### config.mk
export PLATFORM = sky130hd
export DESIGN_NAME = endian_swap_pipe
export DESIGN_NICKNAME = d
export VERILOG_FILES = /design/src/rtl/endian_swap_pipe.sv
export SDC_FILE = /design/constraint.sdc
export NUM_CORES = 1
export LEC_CHECK = 0
export BUFFER_PORTS_ARGS = -buffer_cell sky130_fd_sc_hd__buf_2
export CAP_MARGIN = 30
export CORE_UTILIZATION = 31
export DETAILED_ROUTE_END_ITERATION = 10
export SETUP_SLACK_MARGIN = 0.2
export SYNTH_ARGS = -nofsm -noshare
export SYNTH_HDL_FRONTEND = slang
export SYNTH_SLANG_ARGS = --single-unit
### constraint.sdc
create_clock -name clk -period 1.8 [get_ports clk]
set_input_delay 0.09 -clock clk [delete_from_list [all_inputs] [get_ports clk]]
set_output_delay 0.09 -clock clk [all_outputs]
set_load 0.01 [all_outputs]
### src/rtl/endian_swap_pipe.sv
// Pipelined endian swapper with a valid/ready register slice.
// Four permute modes, strobes follow data, 2-entry skid buffer.
module endian_swap_pipe #(
    parameter int DATA_WIDTH = 64,
    parameter int UNIT_WIDTH = 8
) (
    input  logic                             clk,
    input  logic                             rst_n,
    input  logic                             flush,
    input  logic                             s_valid,
    output logic                             s_ready,
    input  logic [DATA_WIDTH-1:0]            s_data,
    input  logic [DATA_WIDTH/UNIT_WIDTH-1:0] s_strb,
    input  logic [1:0]                       s_mode,
    output logic                             m_valid,
    input  logic                             m_ready,
    output logic [DATA_WIDTH-1:0]            m_data,
    output logic [DATA_WIDTH/UNIT_WIDTH-1:0] m_strb
);

    localparam int NUNIT = DATA_WIDTH / UNIT_WIDTH;
    localparam int HUNIT = NUNIT / 2;

    logic [DATA_WIDTH-1:0] perm_data;
    logic [NUNIT-1:0]      perm_strb;

    logic                  or_v_q, or_v_d;
    logic                  sk_v_q, sk_v_d;
    logic [DATA_WIDTH-1:0] or_data_q, or_data_d;
    logic [DATA_WIDTH-1:0] sk_data_q, sk_data_d;
    logic [NUNIT-1:0]      or_strb_q, or_strb_d;
    logic [NUNIT-1:0]      sk_strb_q, sk_strb_d;

    logic acc;
    logic pop;

    for (genvar j = 0; j < NUNIT; j++) begin : g_unit
        localparam int SRC1 = NUNIT - 1 - j;
        localparam int SRC2 = (j < HUNIT) ? (HUNIT - 1 - j)
                                          : (3 * HUNIT - 1 - j);
        localparam int SRC3 = (j + HUNIT) % NUNIT;

        logic [UNIT_WIDTH-1:0] u_d;
        logic                  u_s;

        // Pick the source unit feeding output unit j
        always_comb begin
            u_d = '0;
            u_s = 1'b0;
            unique case (s_mode)
                2'd0: begin
                    u_d = s_data[j*UNIT_WIDTH +: UNIT_WIDTH];
                    u_s = s_strb[j];
                end
                2'd1: begin
                    u_d = s_data[SRC1*UNIT_WIDTH +: UNIT_WIDTH];
                    u_s = s_strb[SRC1];
                end
                2'd2: begin
                    u_d = s_data[SRC2*UNIT_WIDTH +: UNIT_WIDTH];
                    u_s = s_strb[SRC2];
                end
                2'd3: begin
                    u_d = s_data[SRC3*UNIT_WIDTH +: UNIT_WIDTH];
                    u_s = s_strb[SRC3];
                end
            endcase
        end

        assign perm_data[j*UNIT_WIDTH +: UNIT_WIDTH] = u_d;
        assign perm_strb[j] = u_s;
    end

    assign s_ready = ~sk_v_q;
    assign m_valid = or_v_q;
    assign m_data  = or_data_q;
    assign m_strb  = or_strb_q;

    assign acc = s_valid & ~sk_v_q;
    assign pop = or_v_q & m_ready;

    // Next state of output and skid slots; data moves only on loads
    always_comb begin
        or_v_d    = or_v_q;
        sk_v_d    = sk_v_q;
        or_data_d = or_data_q;
        or_strb_d = or_strb_q;
        sk_data_d = sk_data_q;
        sk_strb_d = sk_strb_q;
        if (flush) begin
            or_v_d = 1'b0;
            sk_v_d = 1'b0;
        end else if (!or_v_q) begin
            if (acc) begin
                or_v_d    = 1'b1;
                or_data_d = perm_data;
                or_strb_d = perm_strb;
            end
        end else if (pop) begin
            if (sk_v_q) begin
                sk_v_d    = 1'b0;
                or_data_d = sk_data_q;
                or_strb_d = sk_strb_q;
            end else if (acc) begin
                or_data_d = perm_data;
                or_strb_d = perm_strb;
            end else begin
                or_v_d = 1'b0;
            end
        end else if (acc) begin
            sk_v_d    = 1'b1;
            sk_data_d = perm_data;
            sk_strb_d = perm_strb;
        end
    end

    // Slot registers, cleared asynchronously
    always_ff @(posedge clk or negedge rst_n) begin
        if (!rst_n) begin
            or_v_q    <= 1'b0;
            sk_v_q    <= 1'b0;
            or_data_q <= '0;
            or_strb_q <= '0;
            sk_data_q <= '0;
            sk_strb_q <= '0;
        end else begin
            or_v_q    <= or_v_d;
            sk_v_q    <= sk_v_d;
            or_data_q <= or_data_d;
            or_strb_q <= or_strb_d;
            sk_data_q <= sk_data_d;
            sk_strb_q <= sk_strb_d;
        end
    end

endmodule

==> flow_summary.toml, run 1 <==
[power]
p_leak_uw = 0.00494
ir_drop_v = 0.000597
p_per_area_mw_per_mm2 = 1030
p_total_uw = 10800

[floorplan]
boundaryPins = 153
die_h_um = 164
die-area_mm2 = 0.0270
design.core.area_mm2 = 0.0259
num_rows = 59
start_util_pct = 31.5
die-width_um = 164

[critical_path]
cp_max_fo = 6
cp_data_required_time_ns = 2.13
reg2reg_depth = 6
reg2reg_slack_ns = 0.21
r2r_start = "sk_v_q"
critPathKind = "flip-flop to flip-flop"
critPathArrivalTime_ns = 1.93
cp-endpoint = "sk_strb_q[2]"
startpoint_type = "flip-flop"
regToRegEndpoint = "sk_strb_q[2]"
setup.worst_path.start = "sk_v_q"
cp-end-kind = "flip-flop"

[yosys]
synth-seq-area-share_pct = 44.8
syn-instance-count = 710
synth_nets = 789
synth_cell_types = 22
yosysWarnings = 0
synth-seq-cells = 146
syn_avg_cell_area_um2 = 11.5
netlist_area_mm2 = 0.00816

[clock_network]
htreeDepth = 4
clock_latency_ns = 0.42
clk_pin_slew_ns = 0.06
ctsLongestPathBuffers = 2
cts_root_buf = "clkbuf_16"
cts_buffers = 17
cts_sinks = 146
cts_tree = "built"

[layout]
syn_to_final_growth_pct = 28.0
final_area_mm2 = 0.0105
num-nets-final = 959
final_cells = 1238
drive_above_1_share_pct = 37.6

[placed_design]
place.gp.congestion = 0.816
dp_hpwl_um = 14400
dpl_cell_area_mm2 = 0.00944
placedCellCount = 1173
port_buffers = 152

[sta]
slew_violations = 0
fin_crit_sh_pct = 88.4
max_slew_margin_pct = 73.7
period_needed_ns = 1.59
hold_violations = 0
rsz0062_at_grt = "yes"
fin_skew_ns = 0.00995
fin_tns_setup_ns = 0
max_freq_mhz = 628
worst_slew_pin_slew_ns = 0.384
finalSetupViolCount = 0

[detailed_routing]
vias = 5753
routed_wl_um = 22300
drtIter0Drc = 360
ant_nets = 0
vias_per_cell = 4.65
drt_first_pass_iters = 7
avgRoutedWirePerCell_um = 18.0
drc_errors = 0

[grt]
grt_use_total_pct = 15.9
grt_max_degree = 73
grt_pass1_wl_um = 32300
antenna_found_initial = 9
overflow = 0
first_global_vias = 5688

[hold_path]
hold_path_startpoint = "s_valid"
hold_class = "primary input to flip-flop"

[status]
status = "finished clean"

[flow_run]
max-cap-violations = 0
[layer usage]
layer	vias up	routed length, um	GRT usage [%]
li1	2797	-	-
met1	2832	10600	21.5
met2	104	10400	23.3
met3	20	1050	5.20
met4	0	289	6.23
met5	-	0	0
[cell usage in the layout (no fill, tap or decap)]
| cell type | instances |
|---|---|
| a211o_4 | 1 |
| a211oi_1 | 1 |
| a21oi_1 | 2 |
| a221oi_1 | 2 |
| a221oi_2 | 69 |
| a221oi_4 | 1 |
| buf_12 | 14 |
| buf_16 | 1 |
| buf_2 | 149 |
| buf_4 | 14 |
| buf_6 | 3 |
| buf_8 | 4 |
| bufinv_16 | 2 |
| clkbuf_1 | 2 |
| clkbuf_16 | 26 |
| clkinv_2 | 4 |
| clkinv_4 | 2 |
| clkinvlp_4 | 4 |
| dfrtp_1 | 146 |
| diode_2 | 10 |
| dlygate4sd3_1 | 4 |
| inv_1 | 146 |
| inv_6 | 1 |
| mux2_1 | 35 |
| mux2_2 | 37 |
| mux2i_1 | 143 |
| mux2i_2 | 1 |
| nand2_1 | 1 |
| nand2b_4 | 1 |
| nand4b_1 | 1 |
| nor2_1 | 72 |
| nor2b_1 | 1 |
| nor3_4 | 1 |
| nor4b_4 | 1 |
| o21ai_0 | 1 |
[worst min path at each step]
stage                         to  slack, ns  depth (start not counted)
finish                   m_valid      0.006                          3
CTS                      m_valid     0.0004                          3
detailed placement  sk_strb_q[1]       0.03                          1
global placement      m_data[38]       0.03                          1
floorplan              m_data[0]      -0.21                          0
global route             m_valid       0.01                          3
[power breakdown]
group          internal [uW]  switching, uW
registers               4130            462
logic                   1260           1410
clock network           2040           1460
[final cells by class]
class | instances | area [um^2]
Fill cell | 2460 | 15500
Multi-Input combinational cell | 371 | 3720
Sequential cell | 146 | 3650
Timing Repair Buffer | 198 | 1520
Inverter | 146 | 548
Clock buffer | 19 | 433
Tap cell | 335 | 419
Clock inverter | 13 | 136
Antenna cell | 10 | 25.0
[worst max-delay path: stages, from the launching register on]
cell,delay (ns)
dfrtp_1,0.39
nand2b_4,0.17
nor4b_4,0.26
buf_6,0.17
buf_12,0.15
buf_12,0.14
mux2i_2,0.21
[registers in the layout, indices dropped and copies added (netlist names)]
register   flops
m_data        64
sk_strb_q      8
sk_v_q         1
sk_data_q     64
m_valid        1
m_strb         8
[cell usage after synthesis]
library cell,n,area [um^2]
a211o_1,1,8.76
a221oi_1,2,17.5
mux2i_1,144,1440
a211oi_1,1,7.51
inv_1,146,548
nor2_1,72,270
dfrtp_1,146,3650
buf_6,7,78.8
o21ai_0,1,5.00
nand4b_1,1,8.76
nand2b_4,1,13.8
nor4b_1,1,8.76
buf_4,7,52.6
nor2b_1,1,6.26
clkbuf_1,7,26.3
nand2_1,1,3.75
mux2_2,37,417
a221oi_2,70,1050
a21oi_1,2,10.0
mux2_1,35,394
nor3_2,1,10.0
buf_2,26,130
[logic make-up after synthesis]
kind of cell | count (synthesis) | synth area share [%]
AOI/OAI and AO/OA | 77 | 13.5
muxes | 216 | 27.6
DFF | 146 | 44.8
and+or+nand+nor | 78 | 3.94
buffers and inverters | 193 | 10.2
[stage by stage]
stage               setup slack (ns)  utilization [%]  hold slack, ns
global route                   0.145             40.3          0.0126
global placement               0.249             36.4          0.0261
CTS                            0.231             38.8        0.000430
floorplan                      0.257                -          -0.206
finish                         0.208             40.3         0.00571
detailed placement             0.202             36.4          0.0295
[repair_timing]
item                                    CTS  global route
endpoints found under the hold margin   122             0
resized for setup                         1            21
setup buffers                             0             6
gates cloned                              0            13
endpoints found under the setup margin    1           121
hold buffers                              4             0
pin swaps                                 0             1
(Power assumes the default switching activity.)
==> inputs of run 2 (changes only) <==
ABC_AREA = 1   (was unset)
BUFFER_PORTS_ARGS = -buffer_cell sky130_fd_sc_hd__buf_4   (was -buffer_cell sky130_fd_sc_hd__buf_2)
CORE_ASPECT_RATIO = 1.5   (was unset)
==> flow_summary.toml, run 2 <==
[detailed_routing]
drt_first_pass_iters = 6
routed_wl_um = 37500
route.met2.wl_um = 18000
avgRoutedWirePerCell_um = 16.6
top_layer = "met5"
vias_per_cell = 4.91
dr_wl_met3_um = 2050
ant_nets = 0
drc_errors = 0
vias = 11100
wl_met1_um = 15700
drtIter0Drc = 851

[layout]
fill_cells = 3395
final_cell_mix = "nand2_1 (721), nor2_1 (282), nand3_1 (210), buf_4 (166), dfrtp_1 (144)"
regArea_mm2 = 0.00366
num-nets-final = 1916
multi_input_area_mm2 = 0.00529
final_common_cell = "nand2_1"
syn_to_final_growth_pct = 28.7
drive_above_1_share_pct = 12.4

[clock_network]
cts_tree = "built"
clock_latency_ns = 0.46
cts_sinks = 146
cts_root_buf = "clkbuf_16"
clk_pin_slew_ns = 0.07
cts_buffers = 17
htreeDepth = 4
ctsLongestPathBuffers = 2

[sta]
period_needed_ns = 1.50
slew_violations = 0
fin_skew_ns = 0.00746
fin_tns_setup_ns = 0
finalSetupViolCount = 0
worst_slew_pin_slew_ns = 0.567
max_slew_margin_pct = 62.2
rsz0062_at_grt = "no"
max_freq_mhz = 665
whs_ns = 0.0210
hold_violations = 0
fin_crit_sh_pct = 83.5

[yosys]
netlist_area_mm2 = 0.00990
synth_top_area_cell = "dfrtp_1"
syn-instance-count = 1693
synth_edf_count = 0
synth_top_area_share_pct = 36.9
ys.flop_type = "dfrtp_1"
synth-adder-area-share_pct = 0
yosys.area_share.simple_pct = 52.1
yosysMostFrequentCell = "nand2_1"
synth_xor_area_share_pct = 0
synth_cell_types = 15
synth_nets = 1772
netlist_top_cells_count = "nand2_1 (725), nor2_1 (282), nand3_1 (210)"
synth-seq-area-share_pct = 36.9
synth-seq-cells = 146
yosysWarnings = 0
synthArstFlopShare_pct = 100
synth-compound-area-share_pct = 0.821
syn_avg_cell_area_um2 = 5.85
synth.area.mux_share_pct = 0
yosys-top-cells-area = "dfrtp_1 (37%), nand2_1 (27%), nor2_1 (11%)"
synth_top_family_by_area = "simple AND/OR/NAND/NOR gates"

[critical_path]
crit_path_cell_trace = "inv_2, nand2_1, nor3_4, inv_2, buf_12, nand2_1, o21ai_0"
critPathBufInv = 3
critical_path.max_stage_delay_ns = 0.47
startpoint_type = "flip-flop"
cp_max_fo = 40
critPathKind = "flip-flop to flip-flop"
cp-end-kind = "flip-flop"
cp_data_required_time_ns = 2.14
critPathArrivalTime_ns = 1.84
cpLargestDelayFamily = "flip-flops"
slowest_stage = "dfrtp_2"

[status]
status = "finished clean"

[floorplan]
die_h_um = 221
die-width_um = 148
start_util_pct = 31.7
design.core.area_mm2 = 0.0312
die-area_mm2 = 0.0327
boundaryPins = 153
num_rows = 79

[flow_run]
max-cap-violations = 0

[grt]
grt_pass1_wl_um = 58100
grt_use_total_pct = 23.3
grt_max_degree = 94
antenna_found_initial = 2
overflow = 0
first_global_vias = 10200

[hold_path]
hold_class = "primary input to flip-flop"

[power]
p_total_uw = 12100
p_leak_uw = 0.00747
p_per_area_mw_per_mm2 = 946
ir_drop_v = 0.000660

[placed_design]
place.gp.congestion = 0.890
dp_hpwl_um = 25800
port_buffers = 152
run 2: cell types whose count changed after synthesis, sizes merged, moves of 2 or more:
cell | previous run | this run
nand2 | 1 | 725
nor2 | 72 | 284
nand3 | 0 | 210
mux2i | 144 | 0
a221oi | 72 | 0
mux2 | 72 | 0
nor3 | 1 | 63
clkbuf | 7 | 53
o21ai | 1 | 15
buf | 40 | 50
a21oi | 2 | 0
run 2: timing repair:
| action | in CTS | in global routing |
|---|---|---|
| pin swaps | 1 | 1 |
| gates resized for setup | 0 | 5 |
| hold buffers | 43 | 0 |
| cloned | 0 | 1 |
| setup buffers | 2 | 1 |
| hold endpoints to repair | 195 | 0 |
| setup endpoints to repair | 67 | 33 |
run 2: layout make-up:
class | instances | area share [%]
multi-input combinational | 1298 | 41.5
sequential | 146 | 28.7
timing repair buffer | 228 | 16.2
inverter | 146 | 4.30
tap | 405 | 3.98
clock buffer | 19 | 3.55
clock inverter | 13 | 1.81
antenna | 1 | 0.0196
run 2: path summary, 6_finish.rpt:
path / from / endpoint / slack (ns) / cells past startpoint
setup / recovery: sk_v_q / sk_data_q[61] / 0.30 / 7
hold / removal: s_data[12] / sk_data_q[12] / 0.02 / 5
setup reg to reg: sk_v_q / sk_data_q[61] / 0.30 / 7
hold reg to reg: sk_data_q[22] / sk_data_q[22] / 0.48 / 2
max in group asynchronous: rst_n / sk_v_q / 0.46 / 4
min in group asynchronous: rst_n / m_data[9] / 0.54 / 3
run 2: power by group:
group	switching (uW)	leakage (uW)	internal [uW]	total [uW]
clock network	1560	0.000326	2670	4230
logic	1880	0.00531	1370	3250
registers	561	0.00183	4010	4570
run 2: per-layer routing:
| metal | global-route usage, % | up-vias |
|---|---|---|
| met5 | 0 | - |
| met1 | 30.0 | 5218 |
| li1 | - | 5450 |
| met3 | 3.30 | 72 |
| met4 | 11.5 | 4 |
| met2 | 37.9 | 341 |
run 2: stage by stage:
stage	cells	utilization (%)	cell area [um^2]	setup WS, ns
final	2256	40.8	12700	0.296
after global routing	2255	40.8	12700	0.210
after CTS	2253	40.6	12700	0.262
after detailed placement	2176	37.0	11600	0.169
after global placement	2176	37.0	11600	0.235
after floorplan	1693	-	9900	0.362
run 2: cells by family (layout without fill, tap and decap cells):
family                 count (synthesis)  in the layout
AO/OA/AOI/OAI                         16             16
buffers and inverters                249            406
flip-flops                           146            146
other                                  0              1
AND/OR/NAND/NOR                     1282           1282
run 2: worst register-to-register path, stage by stage, from the launching register on:
cell and delay [ns]:
dfrtp_2 0.47, inv_2 0.09, nand2_1 0.12, nor3_4 0.19, inv_2 0.15, buf_12 0.19, nand2_1 0.11, o21ai_0 0.07
==> inputs of run 3 (changes only) <==
clock period = 1.6 ns   (was 1.8 ns; I/O delays follow)
==> flow_summary.toml, run 3 (synthesis gave the netlist of run 2 again) <==
[floorplan]
num_rows = 79
die_h_um = 221
boundaryPins = 153
die-width_um = 148
start_util_pct = 31.7
die-area_mm2 = 0.0327
design.core.area_mm2 = 0.0312

[clock_network]
clk_pin_slew_ns = 0.07
htreeDepth = 4
ctsLongestPathBuffers = 2
cts_tree = "built"
clock_latency_ns = 0.46
cts_buffers = 17
cts_sinks = 146
cts_root_buf = "clkbuf_16"

[detailed_routing]
avgRoutedWirePerCell_um = 18.2
routed_wl_um = 42300
vias = 11700
drc_errors = 0
top_layer = "met4"
ant_nets = 0
wl_met1_um = 16900
dr_wl_met3_um = 2520
drt_first_pass_iters = 6
route.met2.wl_um = 20600
vias_per_cell = 5.02
drtIter0Drc = 938

[sta]
slew_violations = 0
max_freq_mhz = 665
fin_tns_setup_ns = 0
worst_slew_pin_slew_ns = 0.390
fin_skew_ns = 0.0123
fin_crit_sh_pct = 94.0
finalSetupViolCount = 0
period_needed_ns = 1.50
hold_violations = 0
rsz0062_at_grt = "yes"
max_slew_margin_pct = 74.0

[layout]
final_common_cell = "nand2_1"
multi_input_area_mm2 = 0.00545
final_area_mm2 = 0.0141
utilization_pct = 45.1
num-nets-final = 1993
drive_above_1_share_pct = 17.7
syn_to_final_growth_pct = 42.1
fill_cells = 3262
final_cell_mix = "nand2_1 (686), nor2_1 (275), nand3_1 (210), buf_4 (188), dfrtp_1 (144)"
regArea_mm2 = 0.00366

[critical_path]
cp-end-kind = "flip-flop"
critical_path.max_stage_delay_ns = 0.45
cp_max_fo = 11
critPathArrivalTime_ns = 1.85
cpLargestDelayFamily = "buffers and inverters"
crit_path_cell_trace = "inv_2, nand2_4, nor3_4, buf_6, buf_12, inv_16, buf_16, nand2_1, nand2_1"
cpMostUsedCell = "nand2_1"
startpoint_type = "flip-flop"
reg2reg_slack_ns = 0.1
slowest_stage = "dfrtp_2"
cp_data_required_time_ns = 1.95
critPathKind = "flip-flop to flip-flop"
critPathBufInv = 5

[grt]
grt_use_total_pct = 25.5
first_global_vias = 10700
overflow = 0
grt_pass1_wl_um = 62400
antenna_found_initial = 1
grt_max_degree = 98

[status]
status = "finished clean"

[placed_design]
dpl_cell_area_mm2 = 0.0119
place.gp.congestion = 0.868
dp_hpwl_um = 27000
port_buffers = 152

[flow_run]
max-cap-violations = 0

[power]
ir_drop_v = 0.000823
p_per_area_mw_per_mm2 = 943
p_leak_uw = 0.00815

[hold_path]
hold_class = "primary input to flip-flop"
-- run 3: changes by cell type in the layout (fill, tap and decap cells not counted), moves of 8 or more --
cell	delta
nand2_2	+29
buf_12	+14
dlygate4sd3_1	+10
buf_4	+22
nand2_1	-35
clkbuf_16	+8
buf_16	+14
-- run 3: layer usage --
| layer | vias to the layer above | GRT usage [%] |
|---|---|---|
| met2 | 449 | 42.7 |
| met1 | 5513 | 31.5 |
| li1 | 5611 | - |
| met5 | - | 0 |
| met3 | 116 | 3.24 |
| met4 | 0 | 14.3 |
-- run 3: final timing paths --
path / from / depth (start not counted) / end
max: sk_v_q / 9 / sk_data_q[63]
min: s_data[40] / 5 / sk_data_q[40]
max reg2reg: sk_v_q / 9 / sk_data_q[63]
min reg2reg: sk_data_q[39] / 2 / sk_data_q[39]
max in group asynchronous: rst_n / 3 / m_valid
min in group asynchronous: rst_n / 2 / m_data[9]
-- run 3: layout make-up --
cell class / instances / area share [%]
well taps: 405 / 3.60
clock buffers: 23 / 3.47
multi-input cells: 1298 / 38.8
inverters: 146 / 4.01
clock inverters: 6 / 0.569
repair buffers: 305 / 23.6
flip-flops and latches: 146 / 26.0
diodes: 1 / 0.0178
-- run 3: repair_timing --
action / in CTS / in global routing
cloned: 14 / 9
pin swaps: 15 / 13
hold buffers: 53 / 0
resized for setup: 63 / 28
endpoints found under the setup margin: 135 / 145
endpoints found under the hold margin: 218 / 0
buffers inserted: 13 / 6
-- run 3: through the flow --
| stage | instances | total power (uW) | setup WS, ns | hold WS [ns] |
|---|---|---|---|---|
| floorplan | 1693 | 7070 | 0.202 | -0.216 |
| global placement | 2205 | 8810 | 0.111 | -0.0448 |
| global route | 2330 | 14000 | 0.0390 | 0.0202 |
| detailed placement | 2205 | 8880 | 0.0944 | -0.0431 |
| CTS | 2314 | 13200 | 0.119 | 0.000253 |
| finish | 2330 | 13300 | 0.0959 | 0.0219 |
-- run 3: report_power, final --
part	internal, uW	switching [uW]	leakage [uW]
combinational	1760	2240	0.00603
clock	2420	1660	0.000285
sequential	4520	683	0.00183
total	8700	4580	0.00815
-- run 3: worst reg2reg max path, stage by stage, from the launching register on --
cell	delay, ns
dfrtp_2	0.45
inv_2	0.09
nand2_4	0.07
nor3_4	0.14
buf_6	0.14
buf_12	0.12
inv_16	0.07
buf_16	0.18
nand2_1	0.07
nand2_1	0.06
